### src/rtl/trigger_delay_pkg.sv
// Package: trigger_delay_pkg
// Purpose: shared types and helpers for the trigger-delay stage.
//   state_t  - FSM state encoding of the delayed pulse generator
//   sat_inc  - saturating increment of a counter up to 32 bits wide
package trigger_delay_pkg;

  typedef enum logic [1:0] {
    IDLE  = 2'd0,
    ARMED = 2'd1,
    DELAY = 2'd2,
    PULSE = 2'd3
  } state_t;

  // Widest counter the saturating helper supports.
  localparam int unsigned SAT_MAX_W = 32;

  // Returns value+1, holding at the all-ones value of a 'width'-bit counter.
  // Callers zero-extend their counter into the argument and truncate the result.
  function automatic logic [SAT_MAX_W-1:0] sat_inc(input logic [SAT_MAX_W-1:0] value,
                                                   input int unsigned           width);
    logic [SAT_MAX_W-1:0] max_v;
    max_v = (width >= SAT_MAX_W) ? '1 : ((32'd1 << width) - 32'd1);
    return (value >= max_v) ? max_v : value + 32'd1;
  endfunction

endpackage

### src/rtl/trigger_delay_pulse_gen.sv
// Module: trigger_delay_pulse_gen
// Purpose: after an accepted edge pulse, waits a programmable number of clk
//   cycles, then drives a programmable-width output pulse. Single-shot or
//   continuous (auto re-arm) operation; counts fired and missed triggers.
// Ports:
//   clk, rst          - clock, asynchronous active-high reset
//   trig_in           - 1-cycle edge pulse from the edge detector
//   arm, disarm       - 1-cycle control strobes (disarm wins over everything)
//   continuous        - 1 = re-arm after each pulse, 0 = single shot
//   delay_cycles      - cycles from trig_in to trig_out rise (sampled at accept)
//   pulse_cycles      - trig_out high time, 0 treated as 1 (sampled at accept)
//   trig_out          - delayed trigger pulse (registered)
//   armed, busy       - status flags (registered)
//   fire_count        - pulses issued, saturating
//   miss_count        - triggers ignored while running, saturating
// CNT_W must not exceed 32 (width of the shared saturating helper).
module trigger_delay_pulse_gen
  import trigger_delay_pkg::*;
#(
  parameter int unsigned DELAY_W = 32,
  parameter int unsigned WIDTH_W = 16,
  parameter int unsigned CNT_W   = 16
) (
  input  logic               clk,
  input  logic               rst,
  input  logic               trig_in,
  input  logic               arm,
  input  logic               disarm,
  input  logic               continuous,
  input  logic [DELAY_W-1:0] delay_cycles,
  input  logic [WIDTH_W-1:0] pulse_cycles,
  output logic               trig_out,
  output logic               armed,
  output logic               busy,
  output logic [CNT_W-1:0]   fire_count,
  output logic [CNT_W-1:0]   miss_count
);

  // One down-counter serves both the delay and the pulse-width phase.
  localparam int unsigned CW = (DELAY_W > WIDTH_W) ? DELAY_W : WIDTH_W;

  state_t             state_q;
  logic [CW-1:0]      cnt_q;
  logic [WIDTH_W-1:0] width_q;
  logic               cont_q;
  logic               trig_out_q;
  logic               armed_q;
  logic               busy_q;
  logic [CNT_W-1:0]   fire_q;
  logic [CNT_W-1:0]   miss_q;

  logic [WIDTH_W-1:0] width_eff;
  logic [CNT_W-1:0]   fire_d;
  logic [CNT_W-1:0]   miss_d;
  logic               cnt_last;

  assign width_eff = (pulse_cycles == '0) ? WIDTH_W'(1) : pulse_cycles;
  assign fire_d    = CNT_W'(sat_inc(SAT_MAX_W'(fire_q), CNT_W));
  assign miss_d    = CNT_W'(sat_inc(SAT_MAX_W'(miss_q), CNT_W));
  // The counter is loaded with N and the phase ends in the cycle it reads 1,
  // so a phase lasts exactly N cycles even for N = all-ones.
  assign cnt_last  = (cnt_q == CW'(1));

  // NOTE: every register here uses non-blocking assignment so all state
  // updates see the pre-edge values, independent of statement order.
  always_ff @(posedge clk or posedge rst) begin
    if (rst) begin
      state_q    <= IDLE;
      cnt_q      <= '0;
      width_q    <= '0;
      cont_q     <= 1'b0;
      trig_out_q <= 1'b0;
      armed_q    <= 1'b0;
      busy_q     <= 1'b0;
      fire_q     <= '0;
      miss_q     <= '0;
    end else if (disarm) begin
      state_q    <= IDLE;
      trig_out_q <= 1'b0;
      armed_q    <= 1'b0;
      busy_q     <= 1'b0;
    end else begin
      unique case (state_q)
        IDLE: begin
          if (arm) begin
            state_q <= ARMED;
            armed_q <= 1'b1;
          end
        end

        ARMED: begin
          if (trig_in) begin
            width_q <= width_eff;
            cont_q  <= continuous;
            busy_q  <= 1'b1;
            if (delay_cycles == '0) begin
              state_q    <= PULSE;
              cnt_q      <= CW'(width_eff);
              trig_out_q <= 1'b1;
              fire_q     <= fire_d;
            end else begin
              state_q <= DELAY;
              cnt_q   <= CW'(delay_cycles);
            end
          end
        end

        DELAY: begin
          if (trig_in) miss_q <= miss_d;
          if (cnt_last) begin
            state_q    <= PULSE;
            cnt_q      <= CW'(width_q);
            trig_out_q <= 1'b1;
            fire_q     <= fire_d;
          end else begin
            cnt_q <= cnt_q - CW'(1);
          end
        end

        PULSE: begin
          if (trig_in) miss_q <= miss_d;
          if (cnt_last) begin
            trig_out_q <= 1'b0;
            busy_q     <= 1'b0;
            if (cont_q) begin
              state_q <= ARMED;
            end else begin
              state_q <= IDLE;
              armed_q <= 1'b0;
            end
          end else begin
            cnt_q <= cnt_q - CW'(1);
          end
        end

        default: state_q <= IDLE;
      endcase
    end
  end

  assign trig_out   = trig_out_q;
  assign armed      = armed_q;
  assign busy       = busy_q;
  assign fire_count = fire_q;
  assign miss_count = miss_q;

endmodule
### config.mk
export PLATFORM = sky130hd
export DESIGN_NAME = trigger_delay_pulse_gen
export DESIGN_NICKNAME = d
export VERILOG_FILES = /design/src/rtl/trigger_delay_pkg.sv /design/src/rtl/trigger_delay_pulse_gen.sv
export SDC_FILE = /design/constraint.sdc
export NUM_CORES = 1
export LEC_CHECK = 0
export CORE_MARGIN = 5
export CORE_UTILIZATION = 40
export DETAILED_ROUTE_END_ITERATION = 16
export GPL_TIMING_DRIVEN = 0
export PLACE_DENSITY = 0.71
export REMOVE_ABC_BUFFERS = 1
export SLEW_MARGIN = 20
export SYNTH_ARGS = -nofsm -noshare
export SYNTH_HDL_FRONTEND = slang
export SYNTH_SLANG_ARGS = --single-unit
export TNS_END_PERCENT = 20
### constraint.sdc
create_clock -name clk -period 7.35 [get_ports clk]
set_input_delay 1.47 -clock clk [delete_from_list [all_inputs] [get_ports clk]]
set_output_delay 1.47 -clock clk [all_outputs]
set_load 0.1 [all_outputs]
# == Yosys cells after proc, flatten, opt, wreduce, memory -nomap -nowiden ==
# Index checks and enable logic that the tools add are counted.
# totals
regBits,86
in_bits,54
out_inout_bits,35
wordCells,80
# op_classes
n_addsub,3
magnitude_cmp,2
n_eq_ne,14
mux,34
n_bitwise,1
reduce_logical,17
# ops
op,n
$mux 32,4
$mux 16,6
$pmux 32 s3,1
$add 16x1->16 const B,2
$eq 32x1->1 const B,1
$ge 16x16->1 const B,2
$logic_not 32->1,1
$pmux 16 s2,1
$sub 32x1->32 const B,1
$ne 3x3->1 const B,6
$logic_not 16->1,1
$mux 1,13
$reduce_and 4->1,3
$mux 2,5
$reduce_and 5->1,2
$reduce_and 3->1,3
$reduce_bool 3->1,3
$ne 2x2->1 const B,4
$pmux 2 s4,1
$eq 2x2->1 const B,2
$pmux 1 s2,2
$reduce_bool 4->1,1
$pmux 1 s3,1
$eq 2x1->1 const B,1
4 further kinds,4

# == Longest topological paths before layout ==
# depth
depth_word,5
mapped_depth,11
ltp_nobuf,8

# == Least setup slack after synthesis ==
# Ideal clock, no wire load.
# synth_path
path_type,input to register
from,input disarm
to,"register miss_q[1], in the netlist miss_count[1]"
setup_ns,0.069
arrival_ns,3.239
required_time_ns,7.281
path_slack_ns,4.042
cell_stages,8
path_buffers,3
cell_sequence,clkbuf_1 nor3_1 and3_1 clkbuf_1 nor2b_1 nand4_1 clkbuf_1 nand2_1
# synth_between
elab_chain_cells,2
# synth_lines
element,line,rtl
"start, declared",trigger_delay_pulse_gen.sv:28,"input logic disarm,"
$not 1->1 (no source line),-,
$reduce_and 3->1 (no source line),-,
"end signal, assigned",trigger_delay_pulse_gen.sv:109,if (trig_in) miss_q <= miss_d;
"end signal, assigned",trigger_delay_pulse_gen.sv:121,if (trig_in) miss_q <= miss_d;
"end, declared",trigger_delay_pulse_gen.sv:50,logic [CNT_W-1:0] miss_q;
# No other way between the ends.
# A chain may end at the register's enable or synchronous reset.

# == Worst setup path after layout ==
# layout_path
from,input delay_cycles[1]
to,"register fire_q[11], in the netlist fire_count[11]"
# layout_between
elab_chain_cells,3
# layout_lines
element,line,rtl
"start, declared",trigger_delay_pulse_gen.sv:30,"input logic [DELAY_W-1:0] delay_cycles,"
$logic_not 32->1,trigger_delay_pulse_gen.sv:96,if (delay_cycles == '0) begin
$ne 2x2->1 (no source line),-,
$reduce_and 5->1 (no source line),-,
"end signal, assigned",trigger_delay_pulse_gen.sv:100,fire_q <= fire_d;
"end signal, assigned",trigger_delay_pulse_gen.sv:114,fire_q <= fire_d;
"end, declared",trigger_delay_pulse_gen.sv:49,logic [CNT_W-1:0] fire_q;
# No other way between the ends.

==> flow_metrics.tcl <==
set metrics [dict create \
    outcome "finished clean" \
    ys_seq_area_frac 0.425 \
    p_per_area_nw_per_um2 365 \
    cpMostUsedCell "nand4_1" \
    cts_resized 0 \
    n_antenna_cell 0 \
    post-route-util 0.514 \
    skew_ns 0.00776 \
    cts_buffer_depth 2 \
    worst_path_max_delay_cell "a211oi_2" \
    dr.pass1.iters 5 \
    io_buffers 88 \
    ys_ff_latch 86 \
    synth_ff_type "dfrtp_1" \
    instances_no_fill 832 \
    wl_per_cell_um 17.4 \
    leakagePower_uw 0.00260 \
    cp_num_cells 7 \
    crit_start "delay_cycles[1]" \
    avgViaCountPerCell 5.88 \
    clk-insertion-delay-late_ns 0.35 \
    endpoint_kind "flop" \
    cts_num_sinks 86 \
    grtUsageTotal 0.199 \
    final_area_sq_um 6430 \
    grt_pass1_wl_mm 24.0 \
    crit_buf_inv 1 \
    dpl_cell_area_sq_um 6100 \
    path_cells "clkdlybuf4s50_1, nor4_1, nand4_1, o31a_1, a211oi_2, nand4_1, mux2_2" \
    startpoint_type "input port" \
    tightest_slew_ns 1.01 \
    hold_buffers 0 \
    antenna_found_initial 0 \
    cap_violations 0 \
    die_h_um 123 \
    whs_ns 0.497 \
    hold_viol 0 \
    ir_drop_mv 0.328 \
    fill_cells 1215 \
    holdCritPathClass "reg -> reg" \
    route.detailed.drc 0 \
    area_growth_syn_to_layout_pct 27.0 \
    root_buffer "clkbuf_16" \
    post-route-period-util 0.564 \
    r2r_slack_ns 4.09 \
    ys_types 54 \
    fmax_mhz 241 \
    synth_warnings 0 \
    endpoint "fire_count[11]$_DFFE_PP0P_" \
    initialDrtViolationCount 394 \
    crit_family "simple AND/OR/NAND/NOR gates" \
    via_count 4890 \
    hpwl_mm 10.6 \
    cp_max_fo 11 \
    synth_edf_count 0 \
    cts_made_buffers 9 \
    start_util 0.405 \
    worstRegToRegCells 6 \
    htreeDepth 3 \
    relSlewSlack 0.324 \
    cts_setup_buffers 0 \
    ant_nets 0 \
    finalCriticalPeriod_ns 4.15 \
    grt_max_degree 51 \
    grt_pass1_vias 4869 \
    clkSlewWorstSetupHoldPaths_ns 0.06 \
    cpPeakStageDelay_ns 0.60 \
    cp.required_ns 7.58 \
    gr-total-overflow 0 \
    drt-total-wl_mm 14.5 \
    die_w_um 123 \
    fp-row-count 41 \
    tritoncts "yes" \
    die_area_sq_um 15000 \
    setup_viol 0 \
    fin_nets 717 \
    globalplace.congestion 0.858 \
    post-place-cells 816 \
    io_pins 89 \
    arrival_ns 4.38 \
    netlist_area_sq_um 5060 \
    async_flop_share 1.00 \
    drv_slew 0 \
    r2r_start "cnt_q[8]$_DFFE_PP0P_" \
    layout-drive-gt1-share 0.0848 \
    postSynthAreaPerCell_sq_um 8.69 \
    core-area_sq_um 12500 \
    reg2reg_to "fire_count[11]$_DFFE_PP0P_" \
    syn_inst 583 \
    critPathKind "in -> reg" \
    rsz0062_at_grt "false" \
]
==> registers in the layout, indices dropped and copies added (netlist names) <==
name / count
state_q: 2
cnt_q: 32
trig_out: 1
width_q: 16
miss_count: 16
cont_q: 1
busy: 1
armed: 1
fire_count: 16
==> through the flow <==
stage | power [uW] | setup TNS, ns | worst slack (ns)
after global routing | 2510 | 0 | 3.10
after floorplan | 1530 | 0 | 1.72
after detailed placement | 1830 | 0 | 2.91
after global placement | 1790 | -4.04 | -0.606
after CTS | 2350 | 0 | 3.28
final | 2350 | 0 | 3.20
==> routing by layer <==
metal	GRT usage	wire length, um	vias up
met5	0	0	-
met4	0.0966	420	0
met3	0.0438	849	33
met2	0.312	6750	168
met1	0.261	6490	2367
li1	-	-	2322
==> cell type report <==
type                    count  area, sq um  share of cell area
repair buffers             94          936               0.145
inverters                  11         43.8             0.00681
clock inverters             5         81.3              0.0126
clock buffers              11          253              0.0393
multi-input cells         453         2750               0.428
well taps                 172          215              0.0335
flip-flops and latches     86         2150               0.335
==> where the power goes <==
group          internal, uW  switching [uW]  total, uW
clock                   316             193        509
combinational           362             677       1040
sequential              636             161        797
==> cells in the final DEF (no fill, tap or decap), types with 7 or more instances in the layout <==
cell,synthesis,layout
nor2_1,39,38
and3_1,9,9
a211oi_1,17,16
inv_1,11,10
o21ai_0,64,64
and2_1,7,7
a31oi_1,10,10
ha_1,8,8
mux2_2,18,18
nor4_1,20,20
nor3_1,36,36
nand4_1,14,14
a21oi_1,39,39
dfrtp_1,86,86
nand2_1,72,72
clkdlybuf4s50_1,0,88
or3_1,10,10
clkbuf_16,0,9
nand3_1,7,7
==> cells in the mapped netlist, drive strengths merged (2+ instances only) <==
cell / instances / area share
o2bb2ai: 5 / 0.0086
a22o: 3 / 0.0052
or3: 10 / 0.012
a22oi: 5 / 0.0074
and3: 9 / 0.011
buf: 8 / 0.0091
xnor2: 6 / 0.010
dfrtp: 86 / 0.43
or2: 4 / 0.0049
a211o: 3 / 0.0052
o22ai: 6 / 0.0074
o21ai: 64 / 0.063
nand4: 15 / 0.020
a21o: 2 / 0.0030
o31a: 2 / 0.0035
nor2b: 3 / 0.0037
a21oi: 39 / 0.039
nand2: 72 / 0.053
nand3: 7 / 0.0069
nor4: 21 / 0.029
inv: 11 / 0.0082
nor3: 41 / 0.047
o311ai: 2 / 0.0035
nand2b: 2 / 0.0025
clkbuf: 25 / 0.019
o41ai: 5 / 0.0086
a32o: 2 / 0.0040
a31oi: 10 / 0.012
and2: 7 / 0.0086
mux2: 21 / 0.047
mux2i: 2 / 0.0040
nor2: 39 / 0.029
a211oi: 17 / 0.025
and4: 4 / 0.0069
xor2: 5 / 0.0086
ha: 8 / 0.020
or4: 2 / 0.0030
==> worst min path at each step <==
| stage | start | slack, ns | depth (start not counted) | to |
|---|---|---|---|---|
| after floorplan | width_q[1]$_DFFE_PP0P_ | 0.45 | 2 | width_q[1]$_DFFE_PP0P_ |
| after global placement | width_q[1]$_DFFE_PP0P_ | 0.47 | 2 | width_q[1]$_DFFE_PP0P_ |
| after detailed placement | width_q[1]$_DFFE_PP0P_ | 0.48 | 2 | width_q[1]$_DFFE_PP0P_ |
| after CTS | width_q[1]$_DFFE_PP0P_ | 0.50 | 2 | width_q[1]$_DFFE_PP0P_ |
| after global routing | miss_count[15]$_DFFE_PP0P_ | 0.52 | 1 | miss_count[15]$_DFFE_PP0P_ |
| final | miss_count[15]$_DFFE_PP0P_ | 0.50 | 1 | miss_count[15]$_DFFE_PP0P_ |
==> logic make-up after synthesis <==
group | after synthesis | synth area share
and+or+nand+nor | 241 | 0.246
buffers and inverters | 44 | 0.0358
DFF | 86 | 0.425
AOI/OAI and AO/OA | 170 | 0.204
muxes | 23 | 0.0507
xor gates and xnor gates | 11 | 0.0190
adders and majority gates | 8 | 0.0198
(Power assumes the default switching activity.)
